==> src/rtl/uart_tx_scheduler.sv <==
// uart_tx_scheduler: two-requester round-robin UART transmitter (8N1 framing).
// Optional feature: define UART_TX_PARITY_EN to insert an even-parity bit
// between the last data bit and the stop bit.
module uart_tx_scheduler #(
  parameter int unsigned TICKS_PER_BIT = 16
) (
  input  logic       CLK,
  input  logic       RESET,
  input  logic       TICK,
  output logic       BAUD_EN,
  input  logic       REQ0,
  input  logic       REQ1,
  input  logic [7:0] DATA0,
  input  logic [7:0] DATA1,
  output logic       GNT0,
  output logic       GNT1,
  output logic       TX,
  output logic       BUSY,
  output logic       SRC
);

`ifdef UART_TX_PARITY_EN
  typedef enum logic [2:0] {ST_IDLE, ST_START, ST_DATA, ST_PARITY, ST_STOP} state_t;
`else
  typedef enum logic [2:0] {ST_IDLE, ST_START, ST_DATA, ST_STOP} state_t;
`endif

  localparam logic [3:0] TICK_LAST = 4'(TICKS_PER_BIT - 1);

  state_t      state_q, state_d;
  logic [3:0]  tick_q, tick_d;
  logic [2:0]  bit_q, bit_d;
  logic [7:0]  shift_q, shift_d;
  logic        last_q, last_d;
  logic        src_q, src_d;
  logic        gnt0_q, gnt0_d;
  logic        gnt1_q, gnt1_d;
  logic        tx_q, tx_d;
  logic        busy_q, busy_d;
  logic        baud_q, baud_d;
  logic        bit_end;
  logic        pick1;
`ifdef UART_TX_PARITY_EN
  logic        parity_q, parity_d;
`endif

  // Next-state logic; outputs are derived from the next state so they register in step with it
  always_comb begin
    state_d = state_q;
    tick_d  = tick_q;
    bit_d   = bit_q;
    shift_d = shift_q;
    last_d  = last_q;
    src_d   = src_q;
    gnt0_d  = 1'b0;
    gnt1_d  = 1'b0;
    pick1   = 1'b0;
`ifdef UART_TX_PARITY_EN
    parity_d = parity_q;
`endif

    bit_end = (state_q != ST_IDLE) && TICK && (tick_q == TICK_LAST);
    if ((state_q != ST_IDLE) && TICK) begin
      tick_d = bit_end ? '0 : tick_q + 4'd1;
    end

    unique case (state_q)
      ST_IDLE: begin
        if (REQ0 || REQ1) begin
          // Requester 1 wins if it is alone, or if requester 0 was served last
          pick1   = REQ1 && (!REQ0 || !last_q);
          gnt0_d  = !pick1;
          gnt1_d  = pick1;
          shift_d = pick1 ? DATA1 : DATA0;
          src_d   = pick1;
          last_d  = pick1;
          tick_d  = '0;
          bit_d   = '0;
          state_d = ST_START;
`ifdef UART_TX_PARITY_EN
          parity_d = ^shift_d;
`endif
        end
      end
      ST_START: begin
        if (bit_end) begin
          bit_d   = '0;
          state_d = ST_DATA;
        end
      end
      ST_DATA: begin
        if (bit_end) begin
          if (bit_q == 3'd7) begin
`ifdef UART_TX_PARITY_EN
            state_d = ST_PARITY;
`else
            state_d = ST_STOP;
`endif
          end else begin
            shift_d = shift_q >> 1;
            bit_d   = bit_q + 3'd1;
          end
        end
      end
`ifdef UART_TX_PARITY_EN
      ST_PARITY: begin
        if (bit_end) state_d = ST_STOP;
      end
`endif
      ST_STOP: begin
        if (bit_end) state_d = ST_IDLE;
      end
      default: state_d = ST_IDLE;
    endcase

    busy_d = (state_d != ST_IDLE);
    baud_d = (state_d != ST_IDLE);
    unique case (state_d)
      ST_START:  tx_d = 1'b0;
      ST_DATA:   tx_d = shift_d[0];
`ifdef UART_TX_PARITY_EN
      ST_PARITY: tx_d = parity_d;
`endif
      default:   tx_d = 1'b1;
    endcase
  end

  // State and output registers with synchronous reset
  always_ff @(posedge CLK) begin
    if (RESET) begin
      state_q <= ST_IDLE;
      tick_q  <= '0;
      bit_q   <= '0;
      shift_q <= '0;
      last_q  <= 1'b1;
      src_q   <= 1'b0;
      gnt0_q  <= 1'b0;
      gnt1_q  <= 1'b0;
      tx_q    <= 1'b1;
      busy_q  <= 1'b0;
      baud_q  <= 1'b0;
`ifdef UART_TX_PARITY_EN
      parity_q <= 1'b0;
`endif
    end else begin
      state_q <= state_d;
      tick_q  <= tick_d;
      bit_q   <= bit_d;
      shift_q <= shift_d;
      last_q  <= last_d;
      src_q   <= src_d;
      gnt0_q  <= gnt0_d;
      gnt1_q  <= gnt1_d;
      tx_q    <= tx_d;
      busy_q  <= busy_d;
      baud_q  <= baud_d;
`ifdef UART_TX_PARITY_EN
      parity_q <= parity_d;
`endif
    end
  end

  assign BAUD_EN = baud_q;
  assign GNT0    = gnt0_q;
  assign GNT1    = gnt1_q;
  assign TX      = tx_q;
  assign BUSY    = busy_q;
  assign SRC     = src_q;

endmodule
==> config.mk <==
export PLATFORM = sky130hd
export DESIGN_NAME = uart_tx_scheduler
export DESIGN_NICKNAME = d
export VERILOG_FILES = /design/src/rtl/uart_tx_scheduler.sv
export SDC_FILE = /design/constraint.sdc
export NUM_CORES = 1
export LEC_CHECK = 0
export ABC_CLOCK_PERIOD_IN_PS = 3500
export BUFFER_PORTS_ARGS = -buffer_cell sky130_fd_sc_hd__buf_4
export CAP_MARGIN = 20
export CORE_MARGIN = 2
export CORE_UTILIZATION = 51
export CTS_CLUSTER_SIZE = 14
export DETAILED_ROUTE_END_ITERATION = 10
export GPL_ROUTABILITY_DRIVEN = 0
export PLACE_DENSITY = 0.76
export REMOVE_ABC_BUFFERS = 1
export SYNTH_ARGS = -nofsm -noshare
export SYNTH_HDL_FRONTEND = slang
export SYNTH_SLANG_ARGS = --single-unit
==> constraint.sdc <==
create_clock -name CLK -period 3.5 [get_ports CLK]
set_clock_uncertainty 0.05 [all_clocks]
set_input_delay 0.7 -clock CLK [delete_from_list [all_inputs] [get_ports CLK]]
set_output_delay 0.7 -clock CLK [all_outputs]
set_load 0.01 [all_outputs]
# [After elaboration in Yosys (flattened, before gate mapping)]
# Index checks and enable logic that the tools add are counted.
[word_totals] input_bits=21 mem_count=0 out_inout_bits=6 register_bits=24 rom_bits=0 mem_bits_rw=0 wordCells=64 latchBits=0
[classes] n_reduce_logical=17 bitwise_logic=2 div_mod_pow=0 n_shift=0 add_sub_neg=2 n_mux=21 n_lt_le_gt_ge=0 n_mul=0 eq_ne=11
[op_table] op="2-to-1 mux 8 bit" count=4
[op_table] op="2-to-1 mux 3 bit" count=9
[op_table] op="2-to-1 mux 4 bit" count=4
[op_table] op="one-hot mux 8 bit (2 select lines)" count=1
[op_table] op="one-hot mux 3 bit (4 select lines)" count=1
[op_table] op="== test 3 x 2 -> 1 bit, second input constant" count=3
[op_table] op="one-hot mux 3 bit (3 select lines)" count=1
[op_table] op="nonzero test 3 bit" count=3
[op_table] op="inequality test 2 bit, second input constant" count=4
[op_table] op="== test 3 x 1 -> 1 bit, second input constant" count=2
[op_table] op="AND reduction 5 bit" count=1
[op_table] op="adder 4 x 1 -> 4 bit, second input constant" count=1
[op_table] op="== test 4 bit, second input constant" count=1
[op_table] op="AND reduction 4 bit" count=1
[op_table] op="adder 3 x 1 -> 3 bit, second input constant" count=1
[op_table] op="== test 3 bit, second input constant" count=1
[op_table] op="logical AND 1 bit" count=3
[op_table] op="zero test 1 bit" count=3
[op_table] op="zero test 3 bit" count=1
[op_table] op="OR reduction 3 bit" count=1
[op_table] op="logical OR 1 bit" count=2
[op_table] op="inverter 1 bit" count=2
[op_table] op="one-hot mux 1 bit (2 select lines)" count=1
[op_table] op="AND reduction 2 bit" count=1
[op_table] op="nonzero test 2 bit" count=1

# [Logic depth before layout (Yosys ltp)]
# Gate-level depths: netlist (run 1).
[depth] word_depth=7 ltp_mapped=7 depth_no_buf=6

# [Worst setup path before layout (run 1)]
# OpenSTA, ideal clock, no wires.
[synth_timing] path_kind="reg2reg" start="register bit_q[0]" end="register bit_q[1]" period_less_slack_ns=1.716 path_slack_ns=1.784 stages_incl_launch_ff=7 setup_ns=0.128 n_path_buf=0 required_ns=3.322 arrival_ns=1.538 path_cell_list="dfxtp_1 > ha_1 > ha_1 > or3b_1 > a211o_1 > a32oi_1 > nor2_1"
[synth_via] elab_chain_cells=4 elab_cells_between_ends=7 classes_between="add/sub (1); eq/ne (2); mux (3); reduce/logical (1)"
[synth_rtl] item="start: declaration" line_no="32" source="logic [2:0] bit_q, bit_d;"
[synth_rtl] item="start signal: assignment" line_no="148" source="bit_q <= bit_d;"
[synth_rtl] item="adder 3 x 1 -> 3 bit" line_no="101" source="bit_d = bit_q + 3'd1;"
[synth_rtl] item="2-to-1 mux 3 bit" line_no="93" source="if (bit_q == 3'd7) begin"
[synth_rtl] item="2-to-1 mux 3 bit" line_no="92" source="if (bit_end) begin"
[synth_rtl] item="one-hot mux 3 bit (3 select lines)" line_no="67" source="unique case (state_q)"
# Several ways; a longest one is shown, not always the timed one. The select of a mux whose other input is x is not followed.
# A chain may end at the register's enable or synchronous reset.

# [Worst setup path in the final report (run 1)]
[layout_timing] start="register tick_q[0]" end="register shift_q[2]"
[layout_via] elab_chain_cells=4
[layout_rtl] item="start: declaration" line_no="31" source="logic [3:0] tick_q, tick_d;"
[layout_rtl] item="start signal: assignment" line_no="147" source="tick_q <= tick_d;"
[layout_rtl] item="== test 4 bit" line_no="62" source="bit_end = (state_q != ST_IDLE) && TICK && (tick_q == TICK_LAST);"
[layout_rtl] item="logical AND 1 bit" line_no="62"
[layout_rtl] item="inequality test 2 bit (no line)"
[layout_rtl] item="AND reduction 4 bit (no line)"
[layout_rtl] item="end signal: assignment" line_no="149" source="shift_q <= shift_d;"
[layout_rtl] item="end: declaration" line_no="33" source="logic [7:0] shift_q, shift_d;"
# No other way between the ends.

==> parameters.txt, run 1 <==
Parameter                              Value

Global route
  GRT met3 Usage ... 2.54%
  Initial antenna violation count ... 0
  Number of global-route vias before repair ... 1042
  Global-route met2 utilization ... 39.2%
  Maximum number of pins on one net before global-route repair ... 21
  Met1 routing resource usage after global routing ... 23.3%
  Total gr overflow ... 0
  Total routing usage reported by global routing ... 20.2%
  Wire length of the first global-routing pass ... 4320 um
  Most used routing layer in global routing ... met2

Setup path
  Crit path max fanout ... 9
  Type of element capturing the critical path ... flop
  Worst flop-to-flop path endpoint ... shift_q[2]
  Maximum cell stage delay along the critical path ... 0.42 ns
  Req. time, crit path ... 3.69 ns
  Logic depth of the worst register-to-register path ... 5
  Launching point of the worst reg2reg path ... tick_q[0]
  Startpoint kind of the worst setup timing path ... flop
  Worst endpoint data arrival time ... 2.03 ns
  Register-to-register setup slack ... 1.66 ns
  Master of the slowest instance on the critical path ... sky130_fd_sc_hd__dfxtp_1
  Chain of cells forming the critical path ... ha_1 > and4_1 > and3_1 > a22oi_1 > a21oi_1
  Class of the most critical setup path ... flop to flop
  Start point of the critical path ... tick_q[0]

Worst hold path
  Cell count of the worst hold path ... 2
  Hold path startpoint ... SRC
  Worst min-delay path category ... flop to flop
  End point of the most critical hold path ... SRC

Logic synthesis
  Syn Area/Cell ... 9.14 um^2
  Number of warning messages in the yosys log ... 0
  Top cells by area, synth ... sky130_fd_sc_hd__dfxtp_1 (39%), sky130_fd_sc_hd__mux2_2 (6.4%), sky130_fd_sc_hd__a21oi_1 (6.1%)
  Flip-flop cell with the highest count after synthesis ... sky130_fd_sc_hd__dfxtp_1
  Top cell type's share of synthesized area ... 39.2%
  Top cells by instance count after synthesis ... sky130_fd_sc_hd__dfxtp_1 (24), sky130_fd_sc_hd__a21oi_1 (15), sky130_fd_sc_hd__nand3_1 (12), sky130_fd_sc_hd__nand2_1 (10), sky130_fd_sc_hd__mux2_2 (7)
  Syn Inst Count ... 134
  Number of flops mapped to enable cells by yosys ... 0
  Sequential element share of the synthesized area ... 39.2%
  Count of different cell masters after synthesis ... 44
  Ys async rst share ... 0%
  Cell accounting for the most synthesized area ... sky130_fd_sc_hd__dfxtp_1
  Cell area after technology mapping ... 0.00122 mm^2
  Leading cell type by number of instances after synthesis ... sky130_fd_sc_hd__dfxtp_1
  Post-synthesis sequential element count ... 24

STA
  Minimum clock period after layout ... 1.84 ns
  Top achievable clock speed ... 0.543 GHz
  Rel. slew slack ... 29.9%
  Final Setup Violations ... 0
  Setup repair after global routing missed its margin ... no
  TNS Setup ... 0 ns
  Hold Vio Cnt, Final ... 0
  Slew of the pin with the lowest slew margin ... 1.04 ns
  Post-route clock period utilization ... 52.6%
  Final Slew Violations ... 0

Power
  Ratio of total power to cell area ... 341 mW/mm^2
  Peak supply drop ... 226 uV
  Leakage Power ... 0.569 nW

Floorplan
  Std-Cell Rows ... 17
  Number of ports placed on the die boundary ... 27
  Die Span X ... 53.0 um
  Initial Util ... 54.8%
  Core area ... 0.00223 mm^2
  Area enclosed by the die boundary ... 0.00281 mm^2
  Chip Height ... 53.0 um

Drt
  Wire length after detailed routing ... 2550 um
  Via count ... 1099
  Initial drt markers ... 13
  Number of nets with antenna violations after routing ... 0
  Wire per inst ... 13.9 um
  Number of vias per cell ... 6.01
  Number of DRC violations after detailed routing ... 0
  Router iterations before antenna repair ... 4

Cells and area
  Share of cells above drive strength 1 ... 29.7%
  Area added between synthesis and finish ... 16.5%
  Final Net Count ... 181
  Antenna cells ... 0
  Share of the core filled with cells ... 63.9%

Clock tree
  Number of H-tree branching levels ... 1
  Latest clock arrival within the worst-skew pair ... 0.30 ns
  Number of clock buffers inserted by TritonCTS ... 3
  Cells resized by post-CTS repair ... 0
  Post-CTS setup repair buffer count ... 0
  CTS root buffer ... sky130_fd_sc_hd__clkbuf_4
  Clk slew on worst S/H paths ... 0.12 ns
  CTS sink count ... 24
  Hold-fix buffers, CTS ... 0
  Maximum clock insertion buffer count ... 2
  Clock tree from TritonCTS ... yes

Run
  Max-Cap Viols ... 0

Placement
  DPL Wire Length ... 1880 um
  Number of buffers inserted by port buffering ... 26

Run status
  Status ... finished clean
[layout by cell type, fill, tap and decap left out, types with 2 or more instances in the layout]
cell type and instances:
sky130_fd_sc_hd__mux2_2 7, sky130_fd_sc_hd__buf_4 26, sky130_fd_sc_hd__a31oi_1 4, sky130_fd_sc_hd__a22oi_1 6, sky130_fd_sc_hd__a32oi_1 2, sky130_fd_sc_hd__mux2i_1 2
sky130_fd_sc_hd__dfxtp_1 24, sky130_fd_sc_hd__nand3_1 12, sky130_fd_sc_hd__nor2_1 4, sky130_fd_sc_hd__o21ai_0 2, sky130_fd_sc_hd__nor3_1 5, sky130_fd_sc_hd__ha_1 3
sky130_fd_sc_hd__and2b_2 2, sky130_fd_sc_hd__inv_1 2, sky130_fd_sc_hd__nand2b_1 2, sky130_fd_sc_hd__a21oi_1 15, sky130_fd_sc_hd__clkbuf_4 3, sky130_fd_sc_hd__nand2_1 10
sky130_fd_sc_hd__and3_1 2
[routing by layer]
layer  wire [um]  vias up
met5           0        -
met4          14        0
met3         139        2
li1            -      540
met1        1070      520
met2        1330       37
[sequential cells by signal, indices dropped and copies added, names as in the netlist]
signal,count
BAUD_EN,1
GNT0,1
GNT1,1
SRC,1
TX,1
bit_q,3
last_q,1
shift_q,8
state_q,3
tick_q,4
[area by class of cell]
cell class,instances,area (um^2)
Timing Repair Buffer,26,195
Tap cell,28,35.0
Fill cell,203,806
Sequential cell,24,480
Clock buffer,3,22.5
Inverter,2,7.51
Multi-Input combinational cell,100,687
[per-stage QoR]
step                      area, um^2  power, mW  hold slack [ns]  setup WS (ns)  std cells
after floorplan                 1170      0.340            0.388           1.79        126
after global placement          1410      0.374            0.397           1.43        180
after detailed placement        1410      0.378            0.400           1.36        180
after CTS                       1430      0.490            0.417           1.66        183
after global routing            1430      0.511            0.452           1.49        183
final                           1430      0.487            0.417           1.66        183
[how the worst max path moves through the flow]
stage                 end  cells past startpoint  slack [ns]
2_1_floorplan    bit_q[1]                      6        1.79
4_1_cts        shift_q[2]                      5        1.66
3_3_place_gp           TX                      4        1.43
6_report       shift_q[2]                      5        1.66
5_1_grt        shift_q[4]                      4        1.49
3_5_place_dp   shift_q[2]                      4        1.36
[where the power goes]
group	switching (mW)	leakage (nW)	internal [mW]	total, mW
clock network	0.0755	0.0138	0.0400	0.115
registers	0.00980	0.196	0.285	0.295
logic	0.0355	0.359	0.0409	0.0764
[critical path: cells and delay by family, from the launching register on]
family | cells | cell delay [ns]
fa+ha+maj | 1 | 0.26
flops | 1 | 0.42
compound gates | 2 | 0.32
simple gates | 2 | 0.74
[kinds of logic (layout without fill, tap and decap cells)]
logic type	after synthesis	after routing	share of synthesized area (%)
simple gates	48	48	22.6
compound gates	38	38	21.3
flops	24	24	39.2
buf+inv	10	31	4.70
mux	9	9	8.07
fa+ha+maj	3	3	3.06
other cells	1	1	0.306
xor+xnor	1	1	0.715
Note: power is estimated with default switching activity, not from simulation.
==> inputs of run 2 (changes only) <==
--- a/config.mk
+++ b/config.mk
@@ -5,7 +5,7 @@
 export SDC_FILE = /design/constraint.sdc
 export NUM_CORES = 1
 export LEC_CHECK = 0
-export ABC_CLOCK_PERIOD_IN_PS = 3500
+export ABC_CLOCK_PERIOD_IN_PS = 1900
 export BUFFER_PORTS_ARGS = -buffer_cell sky130_fd_sc_hd__buf_4
 export CAP_MARGIN = 20
 export CORE_MARGIN = 2
==> constraint.sdc (replaced) <==
create_clock -name CLK -period 1.9 [get_ports CLK]
set_clock_uncertainty 0.05 [all_clocks]
set_input_delay 0.38 -clock CLK [delete_from_list [all_inputs] [get_ports CLK]]
set_output_delay 0.38 -clock CLK [all_outputs]
set_load 0.01 [all_outputs]
==> run 2 against run 1 <==
Net effect:
- final area up 1.4%
- sequential power grew 84%
- critical path depth increased by 1
- non-clock buffer count rose by 2
- register-to-register slack worse by 1.5 ns
- first-iteration DRC count is 110% higher
- fmax is 2.9% higher
- utilization is 0.90 points higher
- largest power group unchanged
- combinational power increased by 88%
- setup slack lost 1.5 ns
==> parameters.txt, run 2 (synthesis gave the netlist of run 1 again) <==
Parameter                              Value

Run status
  Status ... finished clean (unchanged)

STA
  Final Slew Violations ... 0 (unchanged)
  Final Setup Violations ... 0 (unchanged)
  Post-route clock period utilization ... 94.3% (was 52.6%)
  Top achievable clock speed ... 0.558 GHz (was 0.543 GHz)
  TNS Setup ... 0 ns (unchanged)
  Hold Vio Cnt, Final ... 0 (unchanged)
  Minimum clock period after layout ... 1.79 ns (was 1.84 ns)
  Setup repair after global routing missed its margin ... no (unchanged)

Setup path
  Worst endpoint data arrival time ... 1.96 ns (was 2.03 ns)
  Startpoint kind of the worst setup timing path ... flop (unchanged)
  Master of the slowest instance on the critical path ... sky130_fd_sc_hd__dfxtp_2 (was sky130_fd_sc_hd__dfxtp_1)
  Maximum cell stage delay along the critical path ... 0.35 ns (was 0.42 ns)
  Req. time, crit path ... 2.07 ns (was 3.69 ns)
  Type of element capturing the critical path ... flop (unchanged)
  Family with the most delay on the worst path ... compound AO/OA/AOI/OAI gates (was simple AND/OR/NAND/NOR gates)
  Class of the most critical setup path ... flop to flop (unchanged)
  Critical path buffers and inverters ... 0 (unchanged)
  Chain of cells forming the critical path ... ha_1 > ha_2 > or3b_1 > a211o_1 > a32oi_1 > nor2_1 (was ha_1 > and4_1 > and3_1 > a22oi_1 > a21oi_1)
  Crit path max fanout ... 4 (was 9)

Cells and area
  Share of cells above drive strength 1 ... 32.5% (was 29.7%)
  Largest register by flop count ... shift_q (unchanged)
  Multi-input logic area ... 691 um^2 (was 687 um^2)
  Final Net Count ... 183 (was 181)
  Area added between synthesis and finish ... 18.2% (was 16.5%)
  Commonest cells after routing, fill and taps aside ... sky130_fd_sc_hd__buf_4 (28), sky130_fd_sc_hd__dfxtp_1 (23), sky130_fd_sc_hd__a21oi_1 (15), sky130_fd_sc_hd__nand3_1 (12), sky130_fd_sc_hd__nand2_1 (10) (was sky130_fd_sc_hd__buf_4 (26), sky130_fd_sc_hd__dfxtp_1 (24), sky130_fd_sc_hd__a21oi_1 (15), sky130_fd_sc_hd__nand3_1 (12), sky130_fd_sc_hd__nand2_1 (10))
  Area taken by flip-flops and latches ... 482 um^2 (was 480 um^2)
  FILL cells ... 205 (was 203)
  Antenna cells ... 0 (unchanged)
  Flip-flop count of the largest register after layout ... 8 (unchanged)
  Biggest regs ... shift_q x8, tick_q x4 (unchanged)
  Most common cell after layout, fill and taps aside ... sky130_fd_sc_hd__buf_4 (unchanged)

Placement
  Number of buffers inserted by port buffering ... 26 (unchanged)
  DPL Wire Length ... 1810 um (was 1880 um)

Floorplan
  Core area ... 0.00223 mm^2 (unchanged)
  Std-Cell Rows ... 17 (unchanged)
  Chip Height ... 53.0 um (unchanged)
  Number of ports placed on the die boundary ... 27 (unchanged)
  Initial Util ... 54.8% (unchanged)
  Die Span X ... 53.0 um (unchanged)
  Area enclosed by the die boundary ... 0.00281 mm^2 (unchanged)

Global route
  Total routing usage reported by global routing ... 20.9% (was 20.2%)
  Maximum number of pins on one net before global-route repair ... 21 (unchanged)
  Initial antenna violation count ... 0 (unchanged)
  Wire length of the first global-routing pass ... 4390 um (was 4320 um)
  Total gr overflow ... 0 (unchanged)
  Number of global-route vias before repair ... 992 (was 1042)

Power
  Clock power share ... 24.0% (was 23.7%)
  Peak supply drop ... 509 uV (was 226 uV)
  Leakage Power ... 0.575 nW (was 0.569 nW)
  Combinational share of power ... 16.0% (was 15.7%)
  Net switching fraction of the power ... 25.0% (was 24.8%)
  Ratio of total power to cell area ... 625 mW/mm^2 (was 341 mW/mm^2)
  Internal portion of total power ... 678 uW (was 366 uW)
  Sequential cell fraction of total power ... 60.0% (was 60.6%)
  Total net switching power ... 226 uW (was 121 uW)
  Total power consumption of the routed design ... 904 uW (was 487 uW)

Clock tree
  Maximum clock insertion buffer count ... 2 (unchanged)
  Cells resized by post-CTS repair ... 0 (unchanged)
  Clk slew on worst S/H paths ... 0.12 ns (about the same)
  Hold-fix buffers, CTS ... 0 (unchanged)
  Number of clock buffers inserted by TritonCTS ... 3 (unchanged)
  CTS sink count ... 24 (unchanged)
  Clock tree from TritonCTS ... yes (unchanged)
  Latest clock arrival within the worst-skew pair ... 0.31 ns (was 0.30 ns)
  CTS root buffer ... sky130_fd_sc_hd__clkbuf_4 (unchanged)
  Post-CTS setup repair buffer count ... 0 (unchanged)
  Number of H-tree branching levels ... 1 (unchanged)

Drt
  Number of vias per cell ... 6.00 (was 6.01)
  Router iterations before antenna repair ... 4 (unchanged)
  Via count ... 1110 (was 1099)
  Number of DRC violations after detailed routing ... 0 (unchanged)
  Number of nets with antenna violations after routing ... 0 (unchanged)
  Initial drt markers ... 27 (was 13)
  Wire per inst ... 13.9 um (about the same)
  Wire length after detailed routing ... 2570 um (was 2550 um)

Worst hold path
  Worst min-delay path category ... input port to flop (was flop to flop)

Run
  Max-Cap Viols ... 0 (unchanged)
## run 2: cell count changes in the layout (fill, tap and decap cells not counted), sizes merged
cell	delta
buf	+2
## run 2: power groups by stage
stage | clock, mW | sequential, mW | combinational (mW)
final | 0.217 | 0.543 | 0.144
after floorplan | 0 | 0.553 | 0.0738
after detailed placement | 0 | 0.554 | 0.142
after global routing | 0.249 | 0.546 | 0.160
after global placement | 0 | 0.553 | 0.138
after CTS | 0.224 | 0.543 | 0.143
## run 2: path summary, 6_finish.rpt
check | to | start | slack [ns] | cells after the start
max | bit_q[1] | bit_q[0] | 0.11 | 6
min | last_q | REQ1 | 0.32 | 3
max reg2reg | bit_q[1] | bit_q[0] | 0.11 | 6
min reg2reg | SRC | SRC | 0.42 | 2
## run 2: layout make-up
class	count	share of cell area, %
multi-input cells	100	47.7
clock buffers	3	1.56
repair buffers	28	14.5
flip-flops and latches	24	33.3
inverters	2	0.519
well taps	28	2.42
## run 2: stage by stage
stage / hold WS, ns / worst slack (ns) / cell area [um^2] / util, % / instances
6_report: 0.319 / 0.109 / 1450 / 64.8 / 185
5_1_grt: 0.327 / 0.0139 / 1450 / 64.8 / 185
4_1_cts: 0.320 / 0.0681 / 1440 / 64.3 / 184
3_5_place_dp: 0.413 / 0.0944 / 1410 / 63.2 / 181
3_3_place_gp: 0.400 / 0.143 / 1410 / 63.2 / 181
2_1_floorplan: 0.388 / 0.195 / 1170 / - / 126
## run 2: metal layers
layer	share of wire (%)	GRT usage, %
met5	0	0
met2	51	37.3
met1	43	26.4
met4	0.82	5.13
met3	5.2	2.54
## run 2: worst reg2reg max path, cell delays in order, from the launching register on
cell	delay [ns]
sky130_fd_sc_hd__dfxtp_2	0.35
sky130_fd_sc_hd__ha_1	0.20
sky130_fd_sc_hd__ha_2	0.20
sky130_fd_sc_hd__or3b_1	0.35
sky130_fd_sc_hd__a211o_1	0.30
sky130_fd_sc_hd__a32oi_1	0.21
sky130_fd_sc_hd__nor2_1	0.05
==> inputs of run 3 (changes only) <==
--- a/config.mk
+++ b/config.mk
@@ -15,6 +15,7 @@
 export GPL_ROUTABILITY_DRIVEN = 0
 export PLACE_DENSITY = 0.76
 export REMOVE_ABC_BUFFERS = 1
+export SETUP_SLACK_MARGIN = 0.4
 export SYNTH_ARGS = -nofsm -noshare
 export SYNTH_HDL_FRONTEND = slang
 export SYNTH_SLANG_ARGS = --single-unit
==> run 3 against run 2 <==
Net effect:
- non-clock buffer count increased by 3
- utilization increased by 5.8 points
- global-route usage increased by 2.4 points
- register-to-register slack improved by 0.08 ns
- sequential share of layout area decreased by 2.2 points
- largest cell class unchanged
==> parameters.txt, run 3 (synthesis gave the netlist of run 1 again) <==
Parameter                              Value

Placement
  DPL Wire Length ... 1810 um (unchanged)
  Worst slack at placement ... 0.0944 ns (unchanged)
  Number of buffers inserted by port buffering ... 26 (unchanged)
  Number of placed instances with taps included ... 181 (unchanged)

Worst hold path
  Hold path startpoint ... REQ1 (unchanged)
  Worst min-delay path category ... input port to flop (unchanged)

Setup path
  Launching point of the worst reg2reg path ... bit_q[0] (unchanged)
  Crit path max fanout ... 3 (was 4)
  Req. time, crit path ... 2.07 ns (about the same)
  Critical path buffers and inverters ... 0 (unchanged)
  Type of element capturing the critical path ... flop (unchanged)
  Maximum cell stage delay along the critical path ... 0.36 ns (was 0.35 ns)
  CP most frequent cell ... sky130_fd_sc_hd__ha_4
  Worst endpoint data arrival time ... 1.88 ns (was 1.96 ns)
  Class of the most critical setup path ... flop to flop (unchanged)
  Master of the slowest instance on the critical path ... sky130_fd_sc_hd__dfxtp_2 (unchanged)
  Family with the most delay on the worst path ... compound AO/OA/AOI/OAI gates (unchanged)
  Startpoint kind of the worst setup timing path ... flop (unchanged)
  Chain of cells forming the critical path ... ha_4 > ha_4 > or3b_1 > a211o_1 > a32oi_1 > nor2_1 (was ha_1 > ha_2 > or3b_1 > a211o_1 > a32oi_1 > nor2_1)
  Start point of the critical path ... bit_q[0] (unchanged)

Cells and area
  Final Net Count ... 187 (was 183)
  Commonest cells after routing, fill and taps aside ... sky130_fd_sc_hd__buf_4 (29), sky130_fd_sc_hd__dfxtp_1 (18), sky130_fd_sc_hd__a21oi_1 (15), sky130_fd_sc_hd__nand3_1 (11), sky130_fd_sc_hd__nand2_1 (10) (was sky130_fd_sc_hd__buf_4 (28), sky130_fd_sc_hd__dfxtp_1 (23), sky130_fd_sc_hd__a21oi_1 (15), sky130_fd_sc_hd__nand3_1 (12), sky130_fd_sc_hd__nand2_1 (10))
  Final Instance Count excl. Fillers ... 189 (was 185)
  Share of the core filled with cells ... 70.6% (was 64.8%)
  Largest register by flop count ... shift_q (unchanged)
  Most common cell after layout, fill and taps aside ... sky130_fd_sc_hd__buf_4 (unchanged)
  Biggest regs ... shift_q x8, tick_q x4 (unchanged)
  Flip-flop count of the largest register after layout ... 8 (unchanged)
  Antenna cells ... 0 (unchanged)
  Share of cells above drive strength 1 ... 41.6% (was 32.5%)
  Area added between synthesis and finish ... 28.8% (was 18.2%)

STA
  Minimum clock period after layout ... 1.71 ns (was 1.79 ns)
  PnR worst setup slack ... 0.192 ns (was 0.109 ns)
  Post-route clock period utilization ... 89.9% (was 94.3%)
  Hold Vio Cnt, Final ... 0 (unchanged)
  Top achievable clock speed ... 0.586 GHz (was 0.558 GHz)
  Final Slew Violations ... 0 (unchanged)
  Slew of the pin with the lowest slew margin ... 0.612 ns
  Rel. slew slack ... 59.2%
  TNS Setup ... 0 ns (unchanged)
  Setup repair after global routing missed its margin ... yes (was no)
  Final Setup Violations ... 0 (unchanged)

Global route
  Total gr overflow ... 0 (unchanged)
  Initial antenna violation count ... 0 (unchanged)
  Number of global-route vias before repair ... 1069 (was 992)
  Total routing usage reported by global routing ... 23.3% (was 20.9%)
  Maximum number of pins on one net before global-route repair ... 21 (unchanged)
  Wire length of the first global-routing pass ... 4830 um (was 4390 um)

Power
  Peak supply drop ... 499 uV (was 509 uV)
  Ratio of total power to cell area ... 583 mW/mm^2 (was 625 mW/mm^2)
  Total power consumption of the routed design ... 920 uW (was 904 uW)
  Leakage Power ... 0.596 nW (was 0.575 nW)

Clock tree
  Number of H-tree branching levels ... 1 (unchanged)
  Clk slew on worst S/H paths ... 0.13 ns (was 0.12 ns)
  Maximum clock insertion buffer count ... 2 (unchanged)
  CTS root buffer ... sky130_fd_sc_hd__clkbuf_4 (unchanged)
  Hold-fix buffers, CTS ... 0 (unchanged)
  Number of clock buffers inserted by TritonCTS ... 3 (unchanged)
  Latest clock arrival within the worst-skew pair ... 0.32 ns (was 0.31 ns)
  CTS sink count ... 24 (unchanged)
  Clock tree from TritonCTS ... yes (unchanged)

Drt
  Router iterations before antenna repair ... 4 (unchanged)
  Number of vias per cell ... 6.09 (was 6.00)
  Initial drt markers ... 34 (was 27)
  Wire per inst ... 15.1 um (was 13.9 um)
  Via count ... 1151 (was 1110)
  Wire length after detailed routing ... 2860 um (was 2570 um)
  Number of DRC violations after detailed routing ... 0 (unchanged)
  Number of nets with antenna violations after routing ... 0 (unchanged)

Floorplan
  Initial Util ... 54.8% (unchanged)
  Die Span X ... 53.0 um (unchanged)
  Chip Height ... 53.0 um (unchanged)
  Number of ports placed on the die boundary ... 27 (unchanged)
  Area enclosed by the die boundary ... 0.00281 mm^2 (unchanged)
  Core area ... 0.00223 mm^2 (unchanged)
  Std-Cell Rows ... 17 (unchanged)

Run
  Max-Cap Viols ... 0 (unchanged)

Run status
  Status ... finished clean (unchanged)
run 3: cell types whose count changed in the layout (fill, tap and decap cells not counted), sizes merged:
cell,previous run,this run
and3,2,3
buf,28,31
run 3: final cells by class:
cell class / instances / area (um^2)
timing repair buffer: 31 / 249
fill: 189 / 656
inverter: 2 / 7.51
clock buffer: 3 / 22.5
multi-input combinational: 101 / 773
tap: 28 / 35.0
sequential: 24 / 490
run 3: worst reg2reg max path, stage by stage (launching register included):
cell	delay (ns)
sky130_fd_sc_hd__dfxtp_2	0.36
sky130_fd_sc_hd__ha_4	0.16
sky130_fd_sc_hd__ha_4	0.15
sky130_fd_sc_hd__or3b_1	0.34
sky130_fd_sc_hd__a211o_1	0.30
sky130_fd_sc_hd__a32oi_1	0.18
sky130_fd_sc_hd__nor2_1	0.07
run 3: worst paths after layout:
path	end	slack, ns	cells after the start
setup / recovery	bit_q[2]	0.19	6
hold / removal	last_q	0.32	3
setup reg to reg	bit_q[2]	0.19	6
hold reg to reg	SRC	0.42	2
run 3: per-layer routing:
metal	wire, um	global-route usage (%)	vias to the layer above
li1	-	-	552
met1	1170	28.9	542
met2	1470	42.1	51
met3	162	2.82	6
met4	50	6.41	0
met5	0	0	-
run 3: per-stage QoR:
stage          area, um^2  hold WS [ns]
6_report             1580         0.318
5_1_grt              1580         0.321
4_1_cts              1530         0.318
3_5_place_dp         1410         0.413
3_3_place_gp         1410         0.400
2_1_floorplan        1170         0.388
run 3: repair_timing:
| action | CTS | global route |
|---|---|---|
| pin swaps | 6 | 3 |
| setup buffers | 2 | 2 |
| cloned | 1 | 0 |
| gates resized for setup | 21 | 4 |
| endpoints found under the setup margin | 17 | 12 |
| hold endpoints to repair | 0 | 0 |
run 3: power by group:
part | internal (mW) | switching [mW] | leakage (nW)
registers | 0.525 | 0.0197 | 0.199
logic | 0.0847 | 0.0683 | 0.384
clock network | 0.0743 | 0.148 | 0.0138
